$ cat src/rtl/pipeline_cmd_issuer_pkg.sv
// Shared constants for pipeline_cmd_issuer: opcodes, error codes, FSM encodings
// and payload-length helpers.
package pipeline_cmd_issuer_pkg;

  localparam logic [7:0] OP_INSTR      = 8'h01;
  localparam logic [7:0] OP_REG_WRITE  = 8'h02;
  localparam logic [7:0] OP_REG_UPDATE = 8'h03;
  localparam logic [7:0] OP_COMMIT     = 8'h04;
  localparam logic [7:0] OP_ALLOC      = 8'h05;
  localparam logic [7:0] OP_FULL_RESET = 8'h06;

  localparam logic [2:0] ERR_NONE   = 3'd0;
  localparam logic [2:0] ERR_BAD_OP = 3'd1;
  localparam logic [2:0] ERR_ACK_TO = 3'd2;
  localparam logic [2:0] ERR_RST_TO = 3'd3;

  localparam logic [1:0] ST_IDLE     = 2'd0;
  localparam logic [1:0] ST_PAYLOAD  = 2'd1;
  localparam logic [1:0] ST_ISSUE    = 2'd2;
  localparam logic [1:0] ST_WAIT_ACK = 2'd3;

  function automatic logic is_known_op(input logic [7:0] op);
    return (op >= OP_INSTR) && (op <= OP_FULL_RESET);
  endfunction

  function automatic int unsigned payload_len(input logic [7:0] op,
                                              input int unsigned dw,
                                              input int unsigned iw);
    case (op)
      OP_INSTR:      return 1 + iw / 8;
      OP_REG_WRITE:  return 2 + dw / 8;
      OP_REG_UPDATE: return 2 + dw / 8;
      OP_ALLOC:      return (2 * dw) / 8;
      default:       return 0;
    endcase
  endfunction

  function automatic int unsigned max_len(input int unsigned dw,
                                          input int unsigned iw);
    int unsigned m;
    m = 1 + iw / 8;
    if (2 + dw / 8 > m) m = 2 + dw / 8;
    if ((2 * dw) / 8 > m) m = (2 * dw) / 8;
    return m;
  endfunction

endpackage

$ cat src/rtl/pipeline_cmd_issuer_shift_rx.sv
// Payload receiver: byte down-counter plus MSB-first shift register.
// data_nxt exposes the register including the byte being shifted this cycle.
module cmd_shift_rx #(
  parameter int unsigned MAX_BYTES = 5,
  parameter int unsigned CNT_W     = 3
) (
  input  logic                   clk,
  input  logic                   reset,
  input  logic                   load,
  input  logic [CNT_W-1:0]       load_len,
  input  logic                   shift,
  input  logic [7:0]             byte_in,
  output logic [8*MAX_BYTES-1:0] data_nxt,
  output logic                   done
);

  logic [CNT_W-1:0]       cnt_q;
  logic [8*MAX_BYTES-1:0] data_q;

  assign data_nxt = {data_q[8*MAX_BYTES-9:0], byte_in};
  assign done     = shift && (cnt_q == CNT_W'(1));

  always_ff @(posedge clk) begin
    if (reset) begin
      cnt_q  <= '0;
      data_q <= '0;
    end else if (load) begin
      cnt_q  <= load_len;
      data_q <= '0;
    end else if (shift) begin
      cnt_q  <= cnt_q - CNT_W'(1);
      data_q <= data_nxt;
    end
  end

endmodule

$ cat src/rtl/pipeline_cmd_issuer.sv
// Host byte-stream to dsp_pipeline control-strobe issuer.
// Optional ack/reset timeout is enabled by defining CMD_ACK_TIMEOUT_EN.
module pipeline_cmd_issuer
  import pipeline_cmd_issuer_pkg::*;
#(
  parameter int unsigned data_width     = 16,
  parameter int unsigned n_blocks       = 256,
  parameter int unsigned reg_addr_width = 1,
  parameter int unsigned instr_width    = 32,
  parameter int unsigned timeout_cycles = 4096
) (
  input  logic                                  clk,
  input  logic                                  reset,
  input  logic [7:0]                            in_byte,
  input  logic                                  in_byte_valid,
  output logic                                  in_byte_ready,
  output logic [$clog2(n_blocks)-1:0]           block_target,
  output logic [$clog2(n_blocks)+reg_addr_width-1:0] reg_target,
  output logic [instr_width-1:0]                instr_val,
  output logic [data_width-1:0]                 ctrl_data,
  output logic [2*data_width-1:0]               buf_init_delay,
  output logic                                  instr_write,
  output logic                                  reg_write,
  output logic                                  reg_update,
  output logic                                  reg_writes_commit,
  output logic                                  alloc_delay,
  output logic                                  full_reset,
  input  logic                                  instr_write_ack,
  input  logic                                  reg_write_ack,
  input  logic                                  resetting,
  output logic                                  busy,
  output logic                                  error,
  output logic [2:0]                            err_code,
  output logic [15:0]                           cmd_count
);

  localparam int unsigned BW      = $clog2(n_blocks);
  localparam int unsigned RTW     = BW + reg_addr_width;
  localparam int unsigned MAX_LEN = max_len(data_width, instr_width);
  localparam int unsigned SH_W    = 8 * MAX_LEN;
  localparam int unsigned CNT_W   = $clog2(MAX_LEN + 1);

  logic [1:0]              state_q, state_d;
  logic [7:0]              cmd_q, cmd_d;
  logic                    ready_q, ready_d;
  logic                    busy_q, busy_d;
  logic                    error_q, error_d;
  logic [2:0]              err_q, err_d;
  logic [15:0]             count_q, count_d;
  logic                    seen_q, seen_d;
  logic [BW-1:0]           blk_q, blk_d;
  logic [RTW-1:0]          rt_q, rt_d;
  logic [instr_width-1:0]  instr_q, instr_d;
  logic [data_width-1:0]   data_q, data_d;
  logic [2*data_width-1:0] dly_q, dly_d;
  logic [5:0]              stb_q, stb_d;

`ifdef CMD_ACK_TIMEOUT_EN
  localparam int unsigned TO_W = $clog2(timeout_cycles + 1);
  logic [TO_W-1:0] to_q, to_d;
`endif

  logic             accept;
  logic             ld, sh;
  logic [CNT_W-1:0] ld_len;
  logic [SH_W-1:0]  sh_nxt;
  logic             rx_done;
  logic             go_issue;
  logic [7:0]       iss_op;
  logic             ack_done;
  int unsigned      plen;
  logic             unused_sh;

  cmd_shift_rx #(
    .MAX_BYTES (MAX_LEN),
    .CNT_W     (CNT_W)
  ) u_rx (
    .clk      (clk),
    .reset    (reset),
    .load     (ld),
    .load_len (ld_len),
    .shift    (sh),
    .byte_in  (in_byte),
    .data_nxt (sh_nxt),
    .done     (rx_done)
  );

  assign accept    = in_byte_valid && ready_q;
  assign unused_sh = ^sh_nxt;

  always_comb begin
    state_d  = state_q;
    cmd_d    = cmd_q;
    error_d  = error_q;
    err_d    = err_q;
    count_d  = count_q;
    seen_d   = seen_q;
    blk_d    = blk_q;
    rt_d     = rt_q;
    instr_d  = instr_q;
    data_d   = data_q;
    dly_d    = dly_q;
    stb_d    = '0;
    ld       = 1'b0;
    sh       = 1'b0;
    go_issue = 1'b0;
    iss_op   = cmd_q;
    ack_done = 1'b0;
    plen     = payload_len(in_byte, data_width, instr_width);
    ld_len   = CNT_W'(plen);
`ifdef CMD_ACK_TIMEOUT_EN
    to_d     = to_q;
`endif

    case (state_q)
      ST_IDLE: begin
        if (accept) begin
          if (!is_known_op(in_byte)) begin
            error_d = 1'b1;
            err_d   = ERR_BAD_OP;
          end else begin
            cmd_d = in_byte;
            if (plen == 0) begin
              go_issue = 1'b1;
              iss_op   = in_byte;
            end else begin
              ld      = 1'b1;
              state_d = ST_PAYLOAD;
            end
          end
        end
      end
      ST_PAYLOAD: begin
        if (accept) begin
          sh = 1'b1;
          if (rx_done) go_issue = 1'b1;
        end
      end
      ST_ISSUE: begin
        seen_d = 1'b0;
`ifdef CMD_ACK_TIMEOUT_EN
        to_d = '0;
`endif
        if (cmd_q == OP_INSTR || cmd_q == OP_REG_WRITE || cmd_q == OP_FULL_RESET) begin
          state_d = ST_WAIT_ACK;
        end else begin
          state_d = ST_IDLE;
          count_d = count_q + 16'd1;
        end
      end
      default: begin
        case (cmd_q)
          OP_INSTR:     ack_done = instr_write_ack;
          OP_REG_WRITE: ack_done = reg_write_ack;
          default: begin
            // FULL_RESET completes on the first low cycle after resetting was seen high
            if (resetting) seen_d = 1'b1;
            ack_done = seen_q && !resetting;
          end
        endcase
        if (ack_done) begin
          state_d = ST_IDLE;
          count_d = count_q + 16'd1;
        end else begin
`ifdef CMD_ACK_TIMEOUT_EN
          if (to_q == TO_W'(timeout_cycles - 1)) begin
            state_d = ST_IDLE;
            error_d = 1'b1;
            err_d   = (cmd_q == OP_FULL_RESET) ? ERR_RST_TO : ERR_ACK_TO;
          end else begin
            to_d = to_q + TO_W'(1);
          end
`endif
        end
      end
    endcase

    // Strobe and shadow outputs are registered on entry to ISSUE, so the
    // payload is taken from the shifter's next value including this byte.
    if (go_issue) begin
      state_d = ST_ISSUE;
      case (iss_op)
        OP_INSTR: begin
          stb_d[0] = 1'b1;
          blk_d    = sh_nxt[instr_width +: BW];
          instr_d  = sh_nxt[instr_width-1:0];
        end
        OP_REG_WRITE, OP_REG_UPDATE: begin
          if (iss_op == OP_REG_WRITE) stb_d[1] = 1'b1;
          else                        stb_d[2] = 1'b1;
          blk_d  = sh_nxt[data_width+8 +: BW];
          rt_d   = {sh_nxt[data_width+8 +: BW], sh_nxt[data_width +: reg_addr_width]};
          data_d = sh_nxt[data_width-1:0];
        end
        OP_COMMIT: stb_d[3] = 1'b1;
        OP_ALLOC: begin
          stb_d[4] = 1'b1;
          dly_d    = sh_nxt[2*data_width-1:0];
        end
        default: stb_d[5] = 1'b1;
      endcase
    end

    busy_d  = (state_d != ST_IDLE);
    ready_d = (state_d == ST_IDLE) || (state_d == ST_PAYLOAD);
  end

  always_ff @(posedge clk) begin
    if (reset) begin
      state_q <= ST_IDLE;
      cmd_q   <= '0;
      ready_q <= 1'b0;
      busy_q  <= 1'b0;
      error_q <= 1'b0;
      err_q   <= ERR_NONE;
      count_q <= '0;
      seen_q  <= 1'b0;
      blk_q   <= '0;
      rt_q    <= '0;
      instr_q <= '0;
      data_q  <= '0;
      dly_q   <= '0;
      stb_q   <= '0;
`ifdef CMD_ACK_TIMEOUT_EN
      to_q    <= '0;
`endif
    end else begin
      state_q <= state_d;
      cmd_q   <= cmd_d;
      ready_q <= ready_d;
      busy_q  <= busy_d;
      error_q <= error_d;
      err_q   <= err_d;
      count_q <= count_d;
      seen_q  <= seen_d;
      blk_q   <= blk_d;
      rt_q    <= rt_d;
      instr_q <= instr_d;
      data_q  <= data_d;
      dly_q   <= dly_d;
      stb_q   <= stb_d;
`ifdef CMD_ACK_TIMEOUT_EN
      to_q    <= to_d;
`endif
    end
  end

  assign in_byte_ready     = ready_q;
  assign busy              = busy_q;
  assign error             = error_q;
  assign err_code          = err_q;
  assign cmd_count         = count_q;
  assign block_target      = blk_q;
  assign reg_target        = rt_q;
  assign instr_val         = instr_q;
  assign ctrl_data         = data_q;
  assign buf_init_delay    = dly_q;
  assign instr_write       = stb_q[0];
  assign reg_write         = stb_q[1];
  assign reg_update        = stb_q[2];
  assign reg_writes_commit = stb_q[3];
  assign alloc_delay       = stb_q[4];
  assign full_reset        = stb_q[5];

endmodule

$ cat config.mk
export PLATFORM = sky130hd
export DESIGN_NAME = pipeline_cmd_issuer
export DESIGN_NICKNAME = d
export VERILOG_FILES = /design/src/rtl/pipeline_cmd_issuer_pkg.sv /design/src/rtl/pipeline_cmd_issuer_shift_rx.sv /design/src/rtl/pipeline_cmd_issuer.sv
export SDC_FILE = /design/constraint.sdc
export NUM_CORES = 1
export LEC_CHECK = 0
export ABC_CLOCK_PERIOD_IN_PS = 3600
export CAP_MARGIN = 20
export CORE_MARGIN = 4
export CORE_UTILIZATION = 39
export CTS_CLUSTER_SIZE = 25
export DETAILED_ROUTE_END_ITERATION = 12
export GPL_TIMING_DRIVEN = 1
export PLACE_DENSITY = 0.64
export SLEW_MARGIN = 20
export SYNTH_ARGS = -nofsm -noshare
export SYNTH_HDL_FRONTEND = slang
export SYNTH_SLANG_ARGS = --single-unit
$ cat constraint.sdc
create_clock -name clk -period 3.6 [get_ports clk]
set_input_delay 0.54 -clock clk [delete_from_list [all_inputs] [get_ports clk]]
set_output_delay 0.54 -clock clk [all_outputs]
set_load 0.02 [all_outputs]
### Word level (Yosys, flattened, before mapping)

Cells that the tools add are included.

| word-level totals | value |
|---|---|
| bits in registers | 168 |
| bits of input ports | 14 |
| output and inout port bits | 125 |
| logic and storage cells | 116 |

| cells by class | value |
|---|---|
| $add $sub $neg | 2 |
| magnitude comparators | 2 |
| equality and inequality tests | 18 |
| multiplexer cells | 41 |
| bitwise gates (word level) | 4 |
| reductions and logical operators | 33 |

Operators by type and width:

| cell | count |
|---|---|
| $eq A8 B2 Y1 const B | 5 |
| $eq A8 B3 Y1 const B | 4 |
| $logic_not A32 Y1 | 1 |
| $mux W16 | 2 |
| $mux W8 | 4 |
| $pmux W16 S2 | 1 |
| $eq A8 B1 Y1 const B | 3 |
| $mux W1 | 20 |
| $add A16 B1 Y16 const B | 1 |
| $pmux W8 S2 | 1 |
| $mux W2 | 6 |
| $reduce_and A3 Y1 | 4 |
| $reduce_bool A2 Y1 | 5 |
| $reduce_or A2 Y1 | 5 |
| $reduce_or A3 Y1 | 3 |
| $ge A8 B1 Y1 const B | 1 |
| $le A8 B3 Y1 const B | 1 |
| $reduce_and A2 Y1 | 4 |
| $mux W3 | 2 |
| $pmux W1 S2 | 3 |
| $pmux W2 S3 | 1 |
| $pmux W3 S2 | 1 |
| $reduce_or A5 Y1 | 1 |
| $eq A2 B1 Y1 const B | 2 |
| other kinds (10) | 19 |

### Depth between registers and ports, before layout

Gate-level depths: netlist of run 1.

| depth | value |
|---|---|
| word-level depth | 12 |
| mapped depth | 9 |
| depth with buffers taken out | 7 |

### Hierarchy

From an unflattened synthesis of run 1, not the netlist that was laid out.

| second synthesis, totals | value |
|---|---|
| cell total of the unflattened synthesis | 728 |
| area total of the unflattened synthesis | 6631.4 µm² |

Modules (own cells, without submodules):

| module | times used | cells an instance | area each (µm²) |
|---|---|---|---|
| pipeline_cmd_issuer | 1 | 595 | 5220.0 |
| cmd_shift_rx | 1 | 133 | 1411.4 |

### Least setup slack after synthesis of run 1

OpenSTA, ideal clock, no wires.

| timing | value |
|---|---|
| path type | in2reg |
| start point | input port in_byte[3] |
| end point | register dly_q[10] (netlist: buf_init_delay[10]) |
| library setup time | 118 ps |
| arrival time | 2511 ps |
| slack | 971 ps |
| stages on the path | 7 |
| path buffers | 2 |
| path through | or4_4 -> nor4_4 -> a21oi_2 -> or4_4 -> buf_6 -> buf_12 -> mux2i_1 |

| between the ends | value |
|---|---|
| longest elaborated chain between the ends | 10 |
| elaborated cells on any way between the ends | 20 |
| those cells by class | order compare (2); eq/ne (5); mux (9); reduce/logical (4) |

RTL lines:

| item | line | source |
|---|---|---|
| start: declaration | pipeline_cmd_issuer.sv:14 | `input logic [7:0] in_byte,` |
| $eq A8 B3 Y1 / $eq A8 B2 Y1 (equally long branches) | pipeline_cmd_issuer_pkg.sv:29 | `case (op)` |
| $reduce_or A3 Y1 (no line) | - |  |
| $pmux W3 S2 | pipeline_cmd_issuer_pkg.sv:29 |  |
| $logic_not A32 Y1 | pipeline_cmd_issuer.sv:123 | `if (plen == 0) begin` |
| $mux W8 | pipeline_cmd_issuer.sv:123 |  |
| $mux W8 | pipeline_cmd_issuer.sv:118 | `if (!is_known_op(in_byte)) begin` |
| $mux W8 | pipeline_cmd_issuer.sv:117 | `if (accept) begin` |
| $mux W8 | pipeline_cmd_issuer.sv:115 | `case (state_q)` |
| $eq A8 B3 Y1 | pipeline_cmd_issuer.sv:182 | `case (iss_op)` |
| $reduce_and A2 Y1 (no line) * | - |  |
| end signal: assignment | pipeline_cmd_issuer.sv:240 | `dly_q <= dly_d;` |
| end: declaration | pipeline_cmd_issuer.sv:55 | `logic [2*data_width-1:0] dly_q, dly_d;` |

Mark *: on every way between the ends. The rest lies on a longest branch, timed or not.
A chain may end at the register's enable or synchronous reset.

### Worst setup path after layout of run 1

| timing | value |
|---|---|
| start point | input port in_byte[3] |
| end point | register dly_q[27] (netlist: buf_init_delay[27]) |

Same word-level chain as after synthesis.

==> results of run 1 <==
## sequential cells by signal, indices dropped and copies added, names as in the netlist
register and flops:
cmd_count 16, err_code 1, ctrl_data 16, stb_q 6
seen_q 1, state_q 2, busy 1, in_byte_ready 1
buf_init_delay 32, instr_val 32, u_rx.data_q 32, reg_target 9
cmd_q 8, block_target 8, u_rx.cnt_q 3
## cell type report
type / count / area, um2
clock buffers: 20 / 447
clock inverters: 10 / 120
fillers: 1626 / 8330
inverters: 10 / 37.5
multi-input cells: 509 / 3290
flip-flops and latches: 168 / 3360
well taps: 225 / 282
repair buffers: 157 / 1540
## path summary, 6_finish.rpt
kind / start / end / slack (ns) / cells after the start
max: in_byte[3] / buf_init_delay[27] / 0.80 / 6
min: u_rx.data_q[26] / u_rx.data_q[26] / 0.45 / 2
max reg2reg: state_q[1] / buf_init_delay[27] / 1.13 / 5
min reg2reg: u_rx.data_q[26] / u_rx.data_q[26] / 0.45 / 2
## layout by cell type, fill, tap and decap left out, types with 6 or more instances in the layout
cell type and instances:
nor2_1 41, or3_1 9, o31ai_1 14, dfxtp_1 168, nand4_1 6, and2_1 7
clkdlybuf4s50_1 135, clkbuf_16 17, inv_1 10, o21ai_0 17, nand2b_1 96, nand2_1 80
a21oi_1 54, nand3_1 9, mux2i_1 98, buf_4 20, nor2b_1 11
## cell families (layout without fill, tap and decap cells)
kind of cell / Yosys count / in the layout / synth area share (%)
flops: 168 / 168 / 48.3
simple gates: 296 / 296 / 22.9
xor+xnor: 3 / 3 / 0.377
mux: 99 / 99 / 14.2
buf+inv: 67 / 197 / 4.67
other cells: 1 / 2 / 0.0538
compound gates: 106 / 106 / 8.97
fa+ha+maj: 3 / 3 / 0.539
## power breakdown
part | total (mW) | leakage [nW] | internal, mW | switching [mW]
logic | 0.115 | 1.81 | 0.0493 | 0.0654
clock network | 1.77 | 0.273 | 1.04 | 0.733
registers | 1.86 | 1.35 | 1.86 | 0.00257
total | 3.75 | 3.44 | 2.95 | 0.801
## tightest hold or removal path: cells and delay by family, from the launching register on
kind / cells / cell delay, ns
flip-flops: 1 / 0.31
AND/OR/NAND/NOR: 1 / 0.05
AO/OA/AOI/OAI: 1 / 0.05
## stage by stage
stage	power (mW)	util (%)	area, um2	hold WS (ns)	cells
floorplan	1.97	-	6970	0.436	744
global route	3.86	52.2	9080	0.482	1099
detailed placement	2.02	48.9	8520	0.446	1069
global placement	2.02	48.9	8520	0.441	1069
finish	3.75	52.2	9080	0.455	1099
CTS	3.79	52.2	9080	0.455	1099
## metal layers
| layer | share of wire (%) | vias to the layer above | wire length (um) |
|---|---|---|---|
| li1 | - | 2779 | - |
| met1 | 49 | 2542 | 8440 |
| met2 | 44 | 134 | 7600 |
| met3 | 5.6 | 17 | 958 |
| met4 | 1.2 | 0 | 201 |
| met5 | 0 | - | 0 |
==> impl_metrics.py, run 1 <==
metrics = {
    "die": {
        "start_util_pct": 40.0,
        "io_pins": 139,
        "dieArea_um2": 20100,
        "fp-row-count": 48,
        "chipHeight_um": 142,
        "design.core.area_um2": 17400,
        "fp.dieW_um": 142,
    },
    "clock_network": {
        "insertion_delay_ns": 0.42,
        "numCtsBuffers": 17,
        "post_cts_buffers": 0,
        "cts_sinks": 168,
        "cts_buffer_depth": 2,
        "cts_htree_levels": 4,
        "path_clk_slew_ns": 0.06,
        "cts_tree": "built",
        "cts_root_buf": "clkbuf_16",
        "cts_resized": 0,
        "ctsHoldBuffers": 0,
    },
    "sta": {
        "tns_ns": 0,
        "worst_pin_slew_ns": 0.794,
        "slew_violations": 0,
        "fin_skew_ns": 0.0145,
        "rsz0062_at_grt": "no",
        "setup_viol": 0,
        "finalHoldViolCount": 0,
        "period_minus_slack_ns": 2.80,
        "min_period_over_period_pct": 77.7,
        "relSlewSlack_pct": 47.1,
        "setup_slack_ns": 0.803,
        "fmax_ghz": 0.358,
    },
    "yosys": {
        "synthFlopType": "dfxtp_1",
        "syn_area_um2": 6960,
        "synth_top_area_share_pct": 48.3,
        "yosys_register_bits": 168,
        "syn_avg_cell_area_um2": 9.37,
        "synth_top_area_cell": "dfxtp_1",
        "synth.most_common_cell": "dfxtp_1",
        "synthCells": 743,
        "synthArstFlopShare_pct": 0,
        "ys_warn_count": 0,
        "synth_commonest_cells": "dfxtp_1, mux2i_1, nand2b_1, nand2_1, a21oi_1",
        "synthTopCellsByArea": "dfxtp_1, mux2i_1, nand2b_1",
        "yosysSeqAreaShare_pct": 48.3,
        "synth-edff-count": 0,
        "synth_cell_types": 52,
    },
    "setup_path": {
        "cp_top_family": "simple AND/OR/NAND/NOR gates",
        "end_kind": "flop",
        "cp-start-kind": "input pin",
        "arrival_ns": 3.08,
        "worstPathRequired_ns": 3.88,
        "path_cells": "clkdlybuf4s50_1 -> or4_4 -> o22ai_1 -> nand2_1 -> or4_4 -> mux2i_1",
        "crit_buf_inv": 1,
        "path_max_fanout": 33,
        "path_common_cell": "or4_4",
        "crit_slowest_cell": "or4_4",
        "crit_type": "input pin to flop",
        "cp_slowest_stage_delay_ns": 0.85,
    },
    "routing": {
        "dr.pass1.iters": 4,
        "wl_per_cell_um": 15.6,
        "first_iter_violations": 273,
        "vias": 5472,
        "drt_wl_total_um": 17200,
        "via_per_inst": 4.98,
        "ant_nets": 0,
        "drc_errors": 0,
    },
    "final_layout": {
        "final_net_count": 880,
        "diodes": 0,
        "drive_gt1_share_pct": 7.21,
        "synthToLayoutAreaGrowth_pct": 30.4,
    },
    "power_and_ir_drop": {
        "p_per_area_nw_per_um2": 413,
        "total_leakage_power_nw": 3.44,
        "ir_drop_mv": 0.317,
    },
    "grt": {
        "grt_pass1_vias": 5244,
        "track_usage_pct": 17.2,
        "grt_pass1_wl_um": 27700,
        "overflow": 0,
        "top_usage_layer": "met2",
        "grt_start_max_net_pins": 93,
        "use_met1_pct": 24.0,
        "met2_usage_pct": 26.4,
        "use_met3_pct": 3.74,
        "antenna_found_initial": 0,
    },
    "run_status": {
        "status": "completed",
    },
    "placement": {
        "dp_hpwl_um": 11700,
        "dp_slack_ns": 0.405,
        "io_buffers": 136,
        "gp_congestion": 0.811,
    },
    "hold_path": {
        "hold_class": "flop to flop",
    },
    "flow_run": {
        "cap_viol_max_count": 0,
    },
}
Note: power is estimated with default switching activity, not from simulation.
==> run 2: changes to the inputs <==
--- a/config.mk
+++ b/config.mk
@@ -5,14 +5,14 @@
 export SDC_FILE = /design/constraint.sdc
 export NUM_CORES = 1
 export LEC_CHECK = 0
-export ABC_CLOCK_PERIOD_IN_PS = 3600
+export ABC_CLOCK_PERIOD_IN_PS = 2300
 export CAP_MARGIN = 20
 export CORE_MARGIN = 4
 export CORE_UTILIZATION = 39
 export CTS_CLUSTER_SIZE = 25
 export DETAILED_ROUTE_END_ITERATION = 12
 export GPL_TIMING_DRIVEN = 1
-export PLACE_DENSITY = 0.64
+export PLACE_DENSITY = 0.67
 export SLEW_MARGIN = 20
 export SYNTH_ARGS = -nofsm -noshare
 export SYNTH_HDL_FRONTEND = slang
==> constraint.sdc (replaced) <==
create_clock -name clk -period 2.3 [get_ports clk]
set_input_delay 0.345 -clock clk [delete_from_list [all_inputs] [get_ports clk]]
set_output_delay 0.345 -clock clk [all_outputs]
set_load 0.02 [all_outputs]
==> run 2 against run 1 <==
Net effect:
- first-iteration DRC count rose by 31%
- clock power rose by 62%
- combinational power rose by 70%
- clock-buffer cell count fell by 1
- critical path depth rose by 1
- largest power group unchanged
- utilization rose by 3.0 points
- hold slack got worse by 0.091 ns
==> impl_metrics.py, run 2 (same netlist as run 1, synthesis figures left out) <==
metrics = {
    "sta": {
        "whs_ns": 0.364,
        "fin_skew_ns": 0.00860,
        "setup_viol": 0,
        "rsz0062_at_grt": "yes",
        "period_minus_slack_ns": 2.26,
        "slew_violations": 0,
        "min_period_over_period_pct": 98.1,
        "tns_ns": 0,
        "relSlewSlack_pct": 58.4,
        "fmax_ghz": 0.443,
        "finalHoldViolCount": 0,
        "worst_pin_slew_ns": 0.624,
        "setup_slack_ns": 0.0432,
    },
    "final_layout": {
        "final_common_cell": "dfxtp_1",
        "finalInstanceArea_um2": 9610,
        "nFillCells": 1580,
        "final_cell_mix": "dfxtp_1, clkdlybuf4s50_1, mux2i_1",
        "synthToLayoutAreaGrowth_pct": 38.0,
        "drive_gt1_share_pct": 12.9,
        "final_net_count": 925,
        "diodes": 0,
    },
    "power_and_ir_drop": {
        "pwr-share-clk_pct": 47.9,
        "total_power_mw": 5.97,
        "power.share.sequential_pct": 48.8,
        "power_frac_comb_pct": 3.3,
        "ir_drop_mv": 0.673,
        "power.switching_mw": 1.33,
        "p_sw_share_pct": 22.3,
        "p_per_area_nw_per_um2": 621,
        "total_leakage_power_nw": 3.71,
        "p_int_mw": 4.64,
    },
    "setup_path": {
        "cp-start-kind": "input pin",
        "crit_type": "input pin to flop",
        "path_max_fanout": 17,
        "end_kind": "flop",
        "worst-r2r-setup-slack_ns": 0.10,
        "arrival_ns": 2.57,
        "worstPathRequired_ns": 2.61,
    },
    "clock_network": {
        "cts_root_buf": "clkbuf_16",
        "cts_sinks": 168,
        "insertion_delay_ns": 0.43,
        "cts_tree": "built",
        "numCtsBuffers": 17,
        "cts_buffer_depth": 2,
        "path_clk_slew_ns": 0.07,
        "ctsHoldBuffers": 0,
        "cts_htree_levels": 4,
    },
    "grt": {
        "grt_pass1_vias": 5492,
        "track_usage_pct": 18.4,
        "overflow": 0,
        "antenna_found_initial": 0,
        "grt_pass1_wl_um": 29400,
        "grt_start_max_net_pins": 54,
    },
    "placement": {
        "gp_congestion": 0.791,
        "dp_hpwl_um": 12200,
        "dp_slack_ns": -0.469,
        "io_buffers": 136,
        "place_area_um2": 8820,
    },
    "routing": {
        "vias": 5646,
        "via_per_inst": 4.93,
        "dr.pass1.iters": 4,
        "first_iter_violations": 358,
        "wl_per_cell_um": 16.2,
        "drt_wl_total_um": 18500,
        "ant_nets": 0,
        "drc_errors": 0,
    },
    "die": {
        "fp.dieW_um": 142,
        "dieArea_um2": 20100,
        "chipHeight_um": 142,
        "start_util_pct": 40.0,
        "design.core.area_um2": 17400,
        "io_pins": 139,
        "fp-row-count": 48,
    },
    "hold_path": {
        "hold_class": "input pin to flop",
    },
    "run_status": {
        "status": "completed",
    },
    "flow_run": {
        "cap_viol_max_count": 0,
    },
}
[run 2: final timing paths]
check                  start            endpoint  cells past startpoint
max reg2reg         cmd_q[7]  buf_init_delay[31]                      7
max               in_byte[3]  buf_init_delay[31]                      7
min reg2reg  u_rx.data_q[26]     u_rx.data_q[26]                      2
min                    reset            stb_q[4]                      2
[run 2: routing by layer]
| metal | up-vias | part of all wire, % | global-route usage (%) |
|---|---|---|---|
| met5 | - | 0 | 0 |
| met4 | 0 | 1.1 | 5.45 |
| met3 | 14 | 6.6 | 5.56 |
| met2 | 134 | 45 | 29.0 |
| met1 | 2644 | 48 | 24.5 |
| li1 | 2854 | - | - |
[run 2: final cells by class]
type / instances / area, um2 / area share, %
clock buffers: 19 / 443 / 4.61
inverters: 10 / 37.5 / 0.391
clock inverters: 13 / 145 / 1.51
flip-flops and latches: 168 / 3360 / 35.0
repair buffers: 202 / 1990 / 20.7
multi-input cells: 509 / 3350 / 34.8
well taps: 225 / 282 / 2.93
[run 2: what timing repair did]
action                                  4_1_cts  5_1_grt
setup buffers                                 2        3
resized for setup                             4        9
pin swaps                                     4        2
endpoints found under the setup margin       13       61
gates cloned                                  2        2
[run 2: power groups by stage]
stage          clock network, mW  registers (mW)  logic [mW]
2_1_floorplan                  0            2.98       0.106
5_1_grt                     3.04            2.91       0.210
3_5_place_dp                   0            2.98       0.194
3_3_place_gp                   0            2.98       0.194
4_1_cts                     2.92            2.91       0.195
6_report                    2.86            2.91       0.195
[run 2: metrics by stage]
stage	utilization, %	cells
floorplan	-	744
global placement	50.6	1105
detailed placement	50.6	1105
CTS	54.5	1141
global route	55.2	1146
finish	55.2	1146
[run 2: critical path, cell delays in order]
cell and delay, ns:
clkdlybuf4s50_1 0.43, or4_4 0.60, o22ai_2 0.16, nand2_1 0.09, or4_4 0.59, buf_16 0.21, mux2i_1 0.13
